--- src/rtl/vga_timing_pkg.sv ---
// 640x480@60 VGA raster constants shared by the scan timer and the display logic.
package vga_timing_pkg;

    localparam int unsigned VGA_H_ACTIVE = 640;
    localparam int unsigned VGA_H_FP     = 16;
    localparam int unsigned VGA_H_SYNC   = 96;
    localparam int unsigned VGA_H_BP     = 48;
    localparam int unsigned VGA_V_ACTIVE = 480;
    localparam int unsigned VGA_V_FP     = 10;
    localparam int unsigned VGA_V_SYNC   = 2;
    localparam int unsigned VGA_V_BP     = 33;

    localparam int unsigned VGA_H_TOTAL = VGA_H_ACTIVE + VGA_H_FP + VGA_H_SYNC + VGA_H_BP;
    localparam int unsigned VGA_V_TOTAL = VGA_V_ACTIVE + VGA_V_FP + VGA_V_SYNC + VGA_V_BP;

    localparam logic        VGA_SYNC_POL = 1'b0;
    localparam int unsigned VGA_CW       = 10;

endpackage

--- src/rtl/vga_scan_timer_axis_counter.sv ---
// One raster axis: wrapping position counter with sync window and active-area decode.
// Sync is registered from the next count so it lines up with the count it describes.
module scan_axis_counter #(
    parameter int unsigned ACTIVE = 640,
    parameter int unsigned FP     = 16,
    parameter int unsigned SYNC   = 96,
    parameter int unsigned BP     = 48,
    parameter int unsigned CW     = 10,
    parameter logic        POL    = 1'b0
) (
    input  logic          clk,
    input  logic          reset,
    input  logic          step,
    output logic [CW-1:0] count,
    output logic          wrap_c,
    output logic          sync,
    output logic          active_c
);

    localparam int unsigned TOTAL = ACTIVE + FP + SYNC + BP;

    localparam logic [CW-1:0] LAST       = CW'(TOTAL - 1);
    localparam logic [CW-1:0] ACT_END    = CW'(ACTIVE);
    localparam logic [CW-1:0] SYNC_START = CW'(ACTIVE + FP);
    localparam logic [CW-1:0] SYNC_END   = CW'(ACTIVE + FP + SYNC);

    logic [CW-1:0] count_nxt;
    logic          sync_nxt;

    // Next position plus decodes of that position
    always_comb begin
        count_nxt = count;
        wrap_c    = 1'b0;
        if (step) begin
            if (count == LAST) begin
                count_nxt = '0;
                wrap_c    = 1'b1;
            end else begin
                count_nxt = count + CW'(1);
            end
        end
        active_c = (count_nxt < ACT_END);
        sync_nxt = ((count_nxt >= SYNC_START) && (count_nxt < SYNC_END)) ? POL : ~POL;
    end

    // Preset to the last position so the first step lands on zero
    always_ff @(posedge clk) begin
        if (reset) begin
            count <= LAST;
            sync  <= ~POL;
        end else begin
            count <= count_nxt;
            sync  <= sync_nxt;
        end
    end

endmodule

--- src/rtl/vga_scan_timer.sv ---
// VGA scan timer: pixel/line counters, syncs, active flag and line/frame strobes.
// Optional VGA_FRAME_COUNT_EN adds an 8-bit frame counter output (frame_cnt).
module vga_scan_timer
    import vga_timing_pkg::*;
#(
    parameter int unsigned H_ACTIVE = VGA_H_ACTIVE,
    parameter int unsigned H_FP     = VGA_H_FP,
    parameter int unsigned H_SYNC   = VGA_H_SYNC,
    parameter int unsigned H_BP     = VGA_H_BP,
    parameter int unsigned V_ACTIVE = VGA_V_ACTIVE,
    parameter int unsigned V_FP     = VGA_V_FP,
    parameter int unsigned V_SYNC   = VGA_V_SYNC,
    parameter int unsigned V_BP     = VGA_V_BP,
    parameter logic        SYNC_POL = VGA_SYNC_POL,
    parameter int unsigned CW       = VGA_CW
) (
    input  logic          clk,
    input  logic          reset,
    input  logic          pix_ce,
    output logic          vga_h_sync,
    output logic          vga_v_sync,
    output logic          inDisplayArea,
    output logic [CW-1:0] CounterX,
    output logic [CW-1:0] CounterY,
`ifdef VGA_FRAME_COUNT_EN
    output logic [7:0]    frame_cnt,
`endif
    output logic          line_start,
    output logic          frame_start
);

    logic h_wrap_c;
    logic v_wrap_c;
    logic h_active_c;
    logic v_active_c;
    logic v_step_c;

    assign v_step_c = pix_ce & h_wrap_c;

    scan_axis_counter #(
        .ACTIVE (H_ACTIVE),
        .FP     (H_FP),
        .SYNC   (H_SYNC),
        .BP     (H_BP),
        .CW     (CW),
        .POL    (SYNC_POL)
    ) u_h_axis (
        .clk      (clk),
        .reset    (reset),
        .step     (pix_ce),
        .count    (CounterX),
        .wrap_c   (h_wrap_c),
        .sync     (vga_h_sync),
        .active_c (h_active_c)
    );

    scan_axis_counter #(
        .ACTIVE (V_ACTIVE),
        .FP     (V_FP),
        .SYNC   (V_SYNC),
        .BP     (V_BP),
        .CW     (CW),
        .POL    (SYNC_POL)
    ) u_v_axis (
        .clk      (clk),
        .reset    (reset),
        .step     (v_step_c),
        .count    (CounterY),
        .wrap_c   (v_wrap_c),
        .sync     (vga_v_sync),
        .active_c (v_active_c)
    );

    // Flags decoded from the next position; strobes last only for the stepping cycle
    always_ff @(posedge clk) begin
        if (reset) begin
            inDisplayArea <= 1'b0;
            line_start    <= 1'b0;
            frame_start   <= 1'b0;
        end else begin
            line_start  <= pix_ce & h_wrap_c;
            frame_start <= pix_ce & h_wrap_c & v_wrap_c;
            if (pix_ce) begin
                inDisplayArea <= h_active_c & v_active_c;
            end
        end
    end

`ifdef VGA_FRAME_COUNT_EN
    always_ff @(posedge clk) begin
        if (reset) begin
            frame_cnt <= 8'd0;
        end else if (pix_ce & h_wrap_c & v_wrap_c) begin
            frame_cnt <= frame_cnt + 8'd1;
        end
    end
`endif

endmodule

--- config.mk ---
export PLATFORM = sky130hd
export DESIGN_NAME = vga_scan_timer
export DESIGN_NICKNAME = d
export VERILOG_FILES = /design/src/rtl/vga_timing_pkg.sv /design/src/rtl/vga_scan_timer_axis_counter.sv /design/src/rtl/vga_scan_timer.sv
export SDC_FILE = /design/constraint.sdc
export NUM_CORES = 1
export LEC_CHECK = 0
export ABC_AREA = 1
export BUFFER_PORTS_ARGS = -buffer_cell sky130_fd_sc_hd__buf_2
export CELL_PAD_IN_SITES_DETAIL_PLACEMENT = 0
export CELL_PAD_IN_SITES_GLOBAL_PLACEMENT = 1
export CORE_ASPECT_RATIO = 0.6
export CORE_MARGIN = 2
export CORE_UTILIZATION = 41
export CTS_CLUSTER_SIZE = 16
export DETAILED_ROUTE_END_ITERATION = 16
export PLACE_DENSITY_LB_ADDON = 0.1
export SLEW_MARGIN = 40
export SYNTH_ARGS = -nofsm -noshare
export SYNTH_HDL_FRONTEND = slang
export SYNTH_SLANG_ARGS = --single-unit
--- constraint.sdc ---
create_clock -name clk -period 3.7 [get_ports clk]
set_input_delay 0.37 -clock clk [delete_from_list [all_inputs] [get_ports clk]]
set_output_delay 0.37 -clock clk [all_outputs]
set_load 0.005 [all_outputs]
# After elaboration in Yosys (flattened, before gate mapping)
# Cells that the tools add are included.
word_totals:
  reg_bits: 25
  inputBits: 3
  output_inout_bits: 25
  word_cells: 32
classes:
  n_addsub: 2
  magnitude_cmp: 6
  n_eq_ne: 2
  mux: 10
  bitwise: 3
  reduce_logical: 2
ops:
  columns: ["cell", "count"]
  rows:
  - ["2-to-1 mux 10 bit", 4]
  - ["adder 10 x 1 -> 10 bit, second input constant", 2]
  - ["equality test 10 bit, second input constant", 2]
  - ["less-than comparator 10 bit, second input constant", 2]
  - ["less-than comparator 10 x 9 -> 1 bit, second input constant", 2]
  - ["greater-or-equal comparator 10 bit, second input constant", 1]
  - ["greater-or-equal comparator 10 x 9 -> 1 bit, second input constant", 1]
  - ["2-to-1 mux 1 bit", 6]
  - ["bitwise AND 1 bit", 3]
  - ["logical AND 1 bit", 2]

# Depth between registers and ports, before layout
# Gate-level depths: netlist (run 1).
depth:
  word_depth: 8
  ltp_mapped: 13
  mapped_depth_nobuf: 13

# Modules after synthesis
# Synthesis (run 1) repeated with hierarchy kept, for this count alone.
hier_totals:
  cells_unflattened: 208
  hier_area_um2: 1471.4
modules_own_cells:
  columns: ["module", "instances", "cells_per_inst", "area_each_um2", "seq_area_each_um2"]
  rows:
  - ["scan_axis_counter (u_h_axis)", 1, 96, 703.2, 220.2]
  - ["scan_axis_counter (u_v_axis)", 1, 100, 661.9, 220.2]
  - ["vga_scan_timer", 1, 12, 106.4, 60.1]

# Least setup slack after synthesis (run 1)
# No wires, ideal clock.
synth_path:
  kind: "register to register"
  startpoint: "register u_h_axis.count[0]"
  endpoint: "register inDisplayArea"
  setup_ns: 0.131
  arrival_ns: 1.477
  required_time_ns: 3.569
  path_slack_ns: 2.093
  stages_incl_launch_ff: 13
  path_buffers: 0
  synth_period_minus_slack_ns: 1.607
  cell_sequence: "dfxtp_1 ha_1 nand2_1 nor2_4 nand2_4 nor2_8 nand3_1 nand2_1 nand2_1 nor2_1 nand2_2 nand2_1 a21oi_2"
synth_via:
  elab_chain_cells: 7
synth_rtl:
  columns: ["item", "line", "source"]
  rows:
  - ["start, declared", "vga_scan_timer_axis_counter.sv:14", "output logic [CW-1:0] count,"]
  - ["start signal, assigned", "vga_scan_timer_axis_counter.sv:52", "count <= count_nxt;"]
  - ["parallel branches: the longest is 6 deep, another holds adder 10 x 1 -> 10 bit", null, null]
  - ["bitwise AND 1 bit *", "vga_scan_timer.sv:84", "inDisplayArea <= h_active_c & v_active_c;"]
  - ["end signal, assigned", "vga_scan_timer.sv:84", null]
  - ["end, declared", "vga_scan_timer.sv:22", "output logic inDisplayArea,"]
# Every way passes the cells marked *.
# A chain may end at the register's enable or synchronous reset.

# Final worst setup path (run 1)
# Same ends and word-level chain as after synthesis.

==> impl_metrics.ini, run 1 <==
[place]
port_buffers = 27
dp_hpwl_mm = 2.73
dpl_cell_area_mm2 = 0.00157
place_congestion = 0.848

[worst_setup_path]
crit_top_cell = nand2_1
crit_type = flop to flop
cp_slowest_stage_delay_ps = 400
crit_path_top_delay_cell = dfxtp_1
crit_family = simple AND/OR/NAND/NOR gates
critPathBufInv = 0
endpoint_kind = flop
worstPathRequired_ps = 3860
crit_path_max_fanout = 11
rrSetupSlack_ps = 1780
worstSetupStartpointType = flop
path_cells = ha_1, nand2_1, nor3_2, nand2_1, nand2_1, nand2_1, nor2_1, nand2_2, nand2_1, a21oi_2
worst_ep_arrival_time_ps = 2070

[die]
die_width_um = 79.6
dieArea_mm2 = 0.00393
num_rows = 16
ios = 28
start_util_pct = 43.1
coreArea_mm2 = 0.00326
die_h_um = 49.3

[clock_network]
clockBufferDepth = 2
cts-buffers-inserted = 3
cts_num_sinks = 25
cts_root_buf = clkbuf_8
post_cts_resize_count = 0
clock_latency_ps = 270
path_clk_slew_ps = 90
post-cts-setup-buffers = 0
postCtsHoldBufs = 0
cts_tree = yes
htreeDepth = 1

[layout]
final.fill_count = 343
area_delta_synth_final_pct = 15.0
finalInstanceArea_mm2 = 0.00162
fin_nets = 240
drive_gt1_share_pct = 21.0
n_antenna_cell = 0

[yosys]
async_flop_share_pct = 0
avgSynthCellArea_um2 = 6.82
ys_seq_area_share_pct = 35.6
synthTopCellsByArea = dfxtp_1, nand2_1, nor2_1
synth_fp_nets = 212
synth_ff_type = dfxtp_1
synth_top_area_share_pct = 35.6
ys_ff_latch = 25
synth-edff-count = 0
ys_warn_count = 0
syn-cell-area_mm2 = 0.00141
syn_inst = 206
synth_cell_type_count = 35
synth_top_area_cell = dfxtp_1

[pwr]
static-leakage-power_nw = 0.770
ir_drop_v = 0.000182
power_density_mw_per_mm2 = 422

[routing]
detail-route-antenna-nets = 0
drtPass1Iterations = 4
drc = 0
post_drt_wl_per_cell_um = 12.8
vias_per_cell = 4.93
dr.first_iter.drc_count = 58
routed_wl_mm = 3.55
vias = 1371

[timing]
fin_crit_sh_pct = 51.8
fin_crit_ps = 1920
hold_ws_ps = 445
finalHoldViolCount = 0
finalSetupViolations = 0
slew_headroom_pct = 74.5
tns_ps = 0
clock-skew-final_ps = 4.13
max_freq_mhz = 522
rsz0062_at_grt = false
worst_slew_pin_slew_ps = 378
drv_slew = 0

[global_routing]
antenna_found_initial = 0
grt_pass1_vias = 1193
grt_max_degree = 17
grt_usage_pct = 19.8
grt_first_pass_wirelength_mm = 5.89
grt_overflow = 0

[outcome]
status = finished, final reports clean

[worst_hold_path]
worstHoldPathType = input port to flop

[run]
max-cap-violations = 0
-- cells by family (layout without fill, tap and decap cells) --
logic type | count (synthesis) | in the layout | share of synthesized area (%)
compound gates | 22 | 22 | 8.73
xor+xnor | 2 | 2 | 1.25
fa+ha+maj | 3 | 3 | 2.67
buf+inv | 29 | 56 | 8.64
flops | 25 | 25 | 35.6
simple gates | 125 | 125 | 43.1
-- power by group --
group / switching, mW / internal (mW)
registers: 0.0259 / 0.291
clock network: 0.0898 / 0.0755
logic: 0.128 / 0.0714
total: 0.244 / 0.438
-- metal layers --
metal,up-vias,track usage [%],wire (um)
met1,625,31.7,2000
met4,0,4.31,28
met5,-,0,0
met2,25,25.6,1380
li1,716,-,-
met3,5,5.19,135
-- synth_stat cells (2+ instances only) --
| cell type | number |
|---|---|
| a21oi_1 | 9 |
| or2_2 | 2 |
| nor3_1 | 5 |
| nand2_1 | 54 |
| nand3b_1 | 3 |
| nand3_1 | 14 |
| o21ai_1 | 2 |
| nand3_2 | 2 |
| o21ai_0 | 6 |
| nor2_1 | 27 |
| nor2_2 | 3 |
| nand4_1 | 4 |
| nand2_2 | 4 |
| dfxtp_1 | 25 |
| ha_1 | 3 |
| clkbuf_1 | 2 |
| inv_1 | 23 |
-- final cells by class --
type                       instances  area, um2  share of cell area, %
clock inverter                     1       5.00                  0.310
sequential                        25        500                   31.0
timing repair buffer              27        135                   8.36
multi-input combinational        152        783                   48.5
tap                               45       56.3                   3.48
inverter                          25       95.1                   5.88
clock buffer                       3       41.3                   2.55
-- through the flow --
stage | total power [mW] | utilization [%] | instances | worst slack [ps]
global placement | 0.519 | 48.1 | 274 | 1840
detailed placement | 0.523 | 48.1 | 274 | 1790
floorplan | 0.468 | - | 206 | 2090
finish | 0.682 | 49.5 | 278 | 1780
CTS | 0.691 | 49.5 | 278 | 1780
global route | 0.729 | 49.5 | 278 | 1550
-- final timing paths --
check                         start                 to  depth (start not counted)
hold reg to reg       inDisplayArea      inDisplayArea                          2
setup / recovery  u_h_axis.count[0]      inDisplayArea                         10
setup reg to reg  u_h_axis.count[0]      inDisplayArea                         10
hold / removal               pix_ce  u_h_axis.count[1]                          3
-- cells in the final DEF, fill, tap and decap left out, types with 5 or more instances in the layout --
cell type	n
buf_2	27
nor3_1	5
inv_1	23
nor2_1	27
o21ai_0	6
dfxtp_1	25
a21oi_1	9
nand3_1	14
nand2_1	54
-- sequential cells by signal (all words and copies together) (netlist names) --
name / flops
u_v_axis.sync: 1
u_h_axis.sync: 1
u_v_axis.count: 10
line_start: 1
inDisplayArea: 1
frame_start: 1
u_h_axis.count: 10
-- tightest hold or removal path: stages --
cell and delay, ps:
buf_2 170, nand3_1 100, nand2_1 40
Power figures use the tool's default switching activity.
==> run 2, diff against run 1 <==
--- a/config.mk
+++ b/config.mk
@@ -11,7 +11,7 @@
 export CELL_PAD_IN_SITES_GLOBAL_PLACEMENT = 1
 export CORE_ASPECT_RATIO = 0.6
 export CORE_MARGIN = 2
-export CORE_UTILIZATION = 41
+export CORE_UTILIZATION = 38
 export CTS_CLUSTER_SIZE = 16
 export DETAILED_ROUTE_END_ITERATION = 16
 export PLACE_DENSITY_LB_ADDON = 0.1
==> constraint.sdc (replaced) <==
create_clock -name clk -period 1.8 [get_ports clk]
set_input_delay 0.18 -clock clk [delete_from_list [all_inputs] [get_ports clk]]
set_output_delay 0.18 -clock clk [all_outputs]
set_load 0.005 [all_outputs]
==> impl_metrics.ini, run 2 (synthesis results as in run 1) <==
[place]
dp_hpwl_mm = 2.79
preCtsSetupSlack_ps = -27.1
place_congestion = 0.831
port_buffers = 27

[routing]
drc = 0
detail-route-antenna-nets = 0
vias = 1430
vias_per_cell = 4.88
drtPass1Iterations = 4
routed_wl_mm = 3.73
dr.first_iter.drc_count = 73
post_drt_wl_per_cell_um = 12.7

[layout]
final.fill_count = 391
area_delta_synth_final_pct = 26.4
reg.largest.list = u_h_axis.count x10, u_v_axis.count x10
final_cell_mix = nand2_1, buf_2, nor2_1
fin_nets = 253
drive_gt1_share_pct = 30.9
n_antenna_cell = 0
layout_commonest_cell = nand2_1

[global_routing]
grt_first_pass_wirelength_mm = 5.84
grt_usage_pct = 18.7
antenna_found_initial = 0
grt_pass1_vias = 1199
grt_max_degree = 16
grt_overflow = 0

[die]
ios = 28
num_rows = 17
die_h_um = 51.1
coreArea_mm2 = 0.00362
start_util_pct = 38.9
dieArea_mm2 = 0.00422
die_width_um = 82.5

[pwr]
switching_share_pct = 35.4
static-leakage-power_nw = 0.835
ir_drop_v = 0.000411
pwr-share-seq_pct = 43.5
switching_power_uw = 524
p_int_uw = 958
clockPowerShare_pct = 22.8
power_density_mw_per_mm2 = 835
pwr-share-comb_pct = 33.6

[clock_network]
postCtsHoldBufs = 0
htreeDepth = 1
cts-buffers-inserted = 3
cts_num_sinks = 25
clock_latency_ps = 270
path_clk_slew_ps = 90
cts_tree = yes
cts_root_buf = clkbuf_8
clockBufferDepth = 2

[worst_setup_path]
critPathBufInv = 3
crit_type = flop to flop
endpoint_kind = flop
cp_slowest_stage_delay_ps = 350
worst_ep_arrival_time_ps = 1870
r2r_cells = 11
worstPathRequired_ps = 1960
crit_family = simple AND/OR/NAND/NOR gates
crit_path_top_delay_cell = dfxtp_1
crit_cells = 11
worstSetupStartpointType = flop
path_cells = nand2_1, inv_1, nand3_4, inv_1, nand2_2, buf_4, nor2_1, o21ai_1, nand3_1, nor2_1, nand4_1
crit_path_max_fanout = 7

[timing]
drv_slew = 0
tns_ps = 0
rsz0062_at_grt = true
postLayoutSetupSlackWorst_ps = 90.3
fin_crit_sh_pct = 95.0
clock-skew-final_ps = 2.20
fin_crit_ps = 1710
worst_slew_pin_slew_ps = 335
slew_headroom_pct = 77.4
finalHoldViolCount = 0
max_freq_mhz = 585
finalSetupViolations = 0
hold_ws_ps = 243

[worst_hold_path]
min_path_cells = 3
worstHoldPathType = input port to flop

[outcome]
status = finished, final reports clean

[run]
max-cap-violations = 0
[run 2: changes by cell type in the layout (fill, tap and decap cells not counted), sizes merged]
cell	previous run	this run
clkinv	3	2
clkbuf	3	4
buf	27	40
[run 2: metal layers]
| metal | vias up | GRT usage (%) | routed length, um |
|---|---|---|---|
| met5 | - | 0 | 0 |
| met4 | 0 | 5.74 | 39 |
| met3 | 6 | 4.95 | 246 |
| met2 | 39 | 24.6 | 1400 |
| met1 | 643 | 29.0 | 2050 |
| li1 | 742 | - | - |
[run 2: worst paths after layout]
check / start / end / slack (ps)
max: u_h_axis.count[8] / u_v_axis.sync / 90
min: pix_ce / u_h_axis.count[1] / 240
max reg2reg: u_h_axis.count[8] / u_v_axis.sync / 90
min reg2reg: inDisplayArea / inDisplayArea / 490
[run 2: repair_timing]
| item | in CTS | in global routing |
|---|---|---|
| setup buffers | 0 | 5 |
| gates cloned | 0 | 0 |
| pin swaps | 0 | 5 |
| resized for setup | 1 | 20 |
| endpoints found under the setup margin | 1 | 5 |
[run 2: cell type report]
type	instances	area, um2	share of cell area [%]
Multi-Input combinational cell	152	832	46.9
Clock buffer	4	45.0	2.54
Inverter	25	95.1	5.36
Tap cell	47	58.8	3.31
Timing Repair Buffer	40	236	13.3
Sequential cell	25	508	28.6
[run 2: per-stage QoR]
step,instance area (um2),cells,power [mW],util (%)
floorplan,1410,206,0.961,-
global placement,1630,284,1.10,45.2
detailed placement,1630,284,1.10,45.2
CTS,1680,288,1.44,46.5
global route,1780,293,1.58,49.1
finish,1780,293,1.48,49.1
[run 2: power by group through the flow]
| stage | registers (mW) | logic, mW | clock network (mW) |
|---|---|---|---|
| finish | 0.645 | 0.499 | 0.338 |
| detailed placement | 0.652 | 0.447 | 0 |
| CTS | 0.639 | 0.452 | 0.345 |
| global route | 0.652 | 0.561 | 0.369 |
| global placement | 0.650 | 0.448 | 0 |
| floorplan | 0.658 | 0.304 | 0 |
[run 2: worst min-delay path, delay by kind of cell]
kind                   cells  cell delay [ps]
buffers and inverters      1              160
and+or+nand+nor            2              140
==> run 3, diff against run 2 <==
--- a/config.mk
+++ b/config.mk
@@ -5,15 +5,15 @@
 export SDC_FILE = /design/constraint.sdc
 export NUM_CORES = 1
 export LEC_CHECK = 0
-export ABC_AREA = 1
 export BUFFER_PORTS_ARGS = -buffer_cell sky130_fd_sc_hd__buf_2
 export CELL_PAD_IN_SITES_DETAIL_PLACEMENT = 0
 export CELL_PAD_IN_SITES_GLOBAL_PLACEMENT = 1
 export CORE_ASPECT_RATIO = 0.6
 export CORE_MARGIN = 2
-export CORE_UTILIZATION = 38
+export CORE_UTILIZATION = 40
 export CTS_CLUSTER_SIZE = 16
 export DETAILED_ROUTE_END_ITERATION = 16
+export GPL_TIMING_DRIVEN = 0
 export PLACE_DENSITY_LB_ADDON = 0.1
 export SLEW_MARGIN = 40
 export SYNTH_ARGS = -nofsm -noshare
==> impl_metrics.ini, run 3 <==
[outcome]
status = finished with violations
violations = setup timing

[timing]
drv_slew = 0
max_freq_mhz = 516
slew_headroom_pct = 63.9
rsz0062_at_grt = true
hold_ws_ps = 129
postLayoutSetupSlackWorst_ps = -140
finalSetupViolations = 2
clock-skew-final_ps = 5.23
tns_ps = -204
fin_crit_sh_pct = 108
worst_slew_pin_slew_ps = 542
fin_crit_ps = 1940
finalHoldViolCount = 0

[layout]
final_cell_mix = buf_2, nor2_1, dfxtp_1
area_delta_synth_final_pct = 32.1
finalInstanceArea_mm2 = 0.00175
fin_nets = 190
n_antenna_cell = 0
reg.largest.list = u_h_axis.count x10, u_v_axis.count x10
multi_input_area_um2 = 872
regArea_um2 = 512
drive_gt1_share_pct = 39.3
final.fill_count = 316
fin_cells = 228
final_util_pct = 54.5
layout_commonest_cell = buf_2

[routing]
routed_wl_mm = 3.28
detail-route-antenna-nets = 0
vias = 1176
drc = 0
drtPass1Iterations = 5
dr.first_iter.drc_count = 53
post_drt_wl_per_cell_um = 14.4
vias_per_cell = 5.16

[clock_network]
cts_tree = yes
cts_root_buf = clkbuf_8
cts-buffers-inserted = 3
postCtsHoldBufs = 0
path_clk_slew_ps = 100
htreeDepth = 1
clockBufferDepth = 2
cts_num_sinks = 25
clock_latency_ps = 270

[die]
die_h_um = 48.5
num_rows = 16
start_util_pct = 41.2
die_width_um = 78.2
dieArea_mm2 = 0.00379
coreArea_mm2 = 0.00320
ios = 28

[worst_setup_path]
worstPathRequired_ps = 1960
crit_type = flop to flop
worstSetupStartpointType = flop
crit_path_max_fanout = 5
endpoint_kind = flop
worst_ep_arrival_time_ps = 2100

[place]
place_congestion = 0.792
dp_hpwl_mm = 2.30
dpl_cell_area_mm2 = 0.00152
port_buffers = 27
post-place-cells = 215
preCtsSetupSlack_ps = -279

[yosys]
synth_common_cells = dfxtp_1, nor2_1, nand2_1
ys_ff_latch = 25
synthTopCellsByArea = dfxtp_1, nor2_1, xnor2_1
synth_ff_type = dfxtp_1
synthMostInstantiatedCell = dfxtp_1
synth_top_area_cell = dfxtp_1
syn_inst = 143
ys_warn_count = 0
ys_seq_area_share_pct = 37.9
synth_cell_type_count = 47
synth-edff-count = 0
async_flop_share_pct = 0
synth_fp_nets = 149
avgSynthCellArea_um2 = 9.24
syn-cell-area_mm2 = 0.00132
synth_top_area_share_pct = 37.9

[pwr]
ir_drop_v = 0.000494
static-leakage-power_nw = 0.711
power_mw = 1.56
power_density_mw_per_mm2 = 891

[worst_hold_path]
worstHoldPathType = input port to flop

[run]
max-cap-violations = 0

[global_routing]
grt_first_pass_wirelength_mm = 5.47
grt_overflow = 0
grt_usage_pct = 18.6
grt_pass1_vias = 1040
grt_max_degree = 16
antenna_found_initial = 0
-- run 3: changes by cell type after synthesis, sizes merged, moves of 5 or more --
cell,before,now
inv,23,6
nor2,32,19
nand2,59,10
nand3,17,9
o21ai,8,3
-- run 3: path summary, 6_finish.rpt --
kind	slack (ps)	startpoint	depth (start not counted)	end
setup / recovery	-140	u_h_axis.count[5]	8	inDisplayArea
setup reg to reg	-140	u_h_axis.count[5]	8	inDisplayArea
hold / removal	130	reset	3	u_v_axis.count[9]
hold reg to reg	520	inDisplayArea	2	inDisplayArea
-- run 3: logic make-up (layout without fill, tap and decap cells) --
logic type | count (synthesis) | after routing | synth area share (%)
adder cells (fa/ha/maj) | 3 | 3 | 2.84
multiplexers | 2 | 2 | 1.52
AND/OR/NAND/NOR | 71 | 71 | 34.7
buffers and inverters | 10 | 50 | 3.79
AO/OA/AOI/OAI | 23 | 23 | 13.4
XOR/XNOR | 9 | 9 | 5.97
flip-flops | 25 | 25 | 37.9
-- run 3: worst max-delay path, stage by stage (launching register included) --
cell and delay (ps):
dfxtp_4 380, and4b_4 330, and3_4 200, buf_6 100
nand3_4 90, xor2_4 190, nor4_4 320, buf_4 180
o31ai_4 50
-- run 3: report_power, final --
part | total, mW | internal (mW) | switching (mW)
sequential | 0.668 | 0.608 | 0.0603
clock | 0.348 | 0.157 | 0.191
combinational | 0.540 | 0.262 | 0.278
total | 1.56 | 1.03 | 0.529
-- run 3: repair_timing --
| item | in CTS | in global routing |
|---|---|---|
| setup buffers | 8 | 1 |
| gates resized for setup | 12 | 14 |
| setup endpoints to repair | 2 | 3 |
| pin swaps | 5 | 2 |
| hold endpoints to repair | 0 | 0 |
-- run 3: area by class of cell --
cell class                 count  area share, %
clock inverter                 1          0.430
tap                           45           3.23
timing repair buffer          36           11.8
sequential                    25           29.3
clock buffer                   3           2.37
inverter                       6           1.29
multi-input combinational    108           50.0
buffer                         4           1.58
-- run 3: per-layer routing --
layer,up-vias,global-route usage [%],share of wire [%]
met2,37,24.3,40
met5,-,0,0
li1,590,-,-
met1,545,29.5,52
met3,4,5.60,6.9
met4,0,4.09,0.61
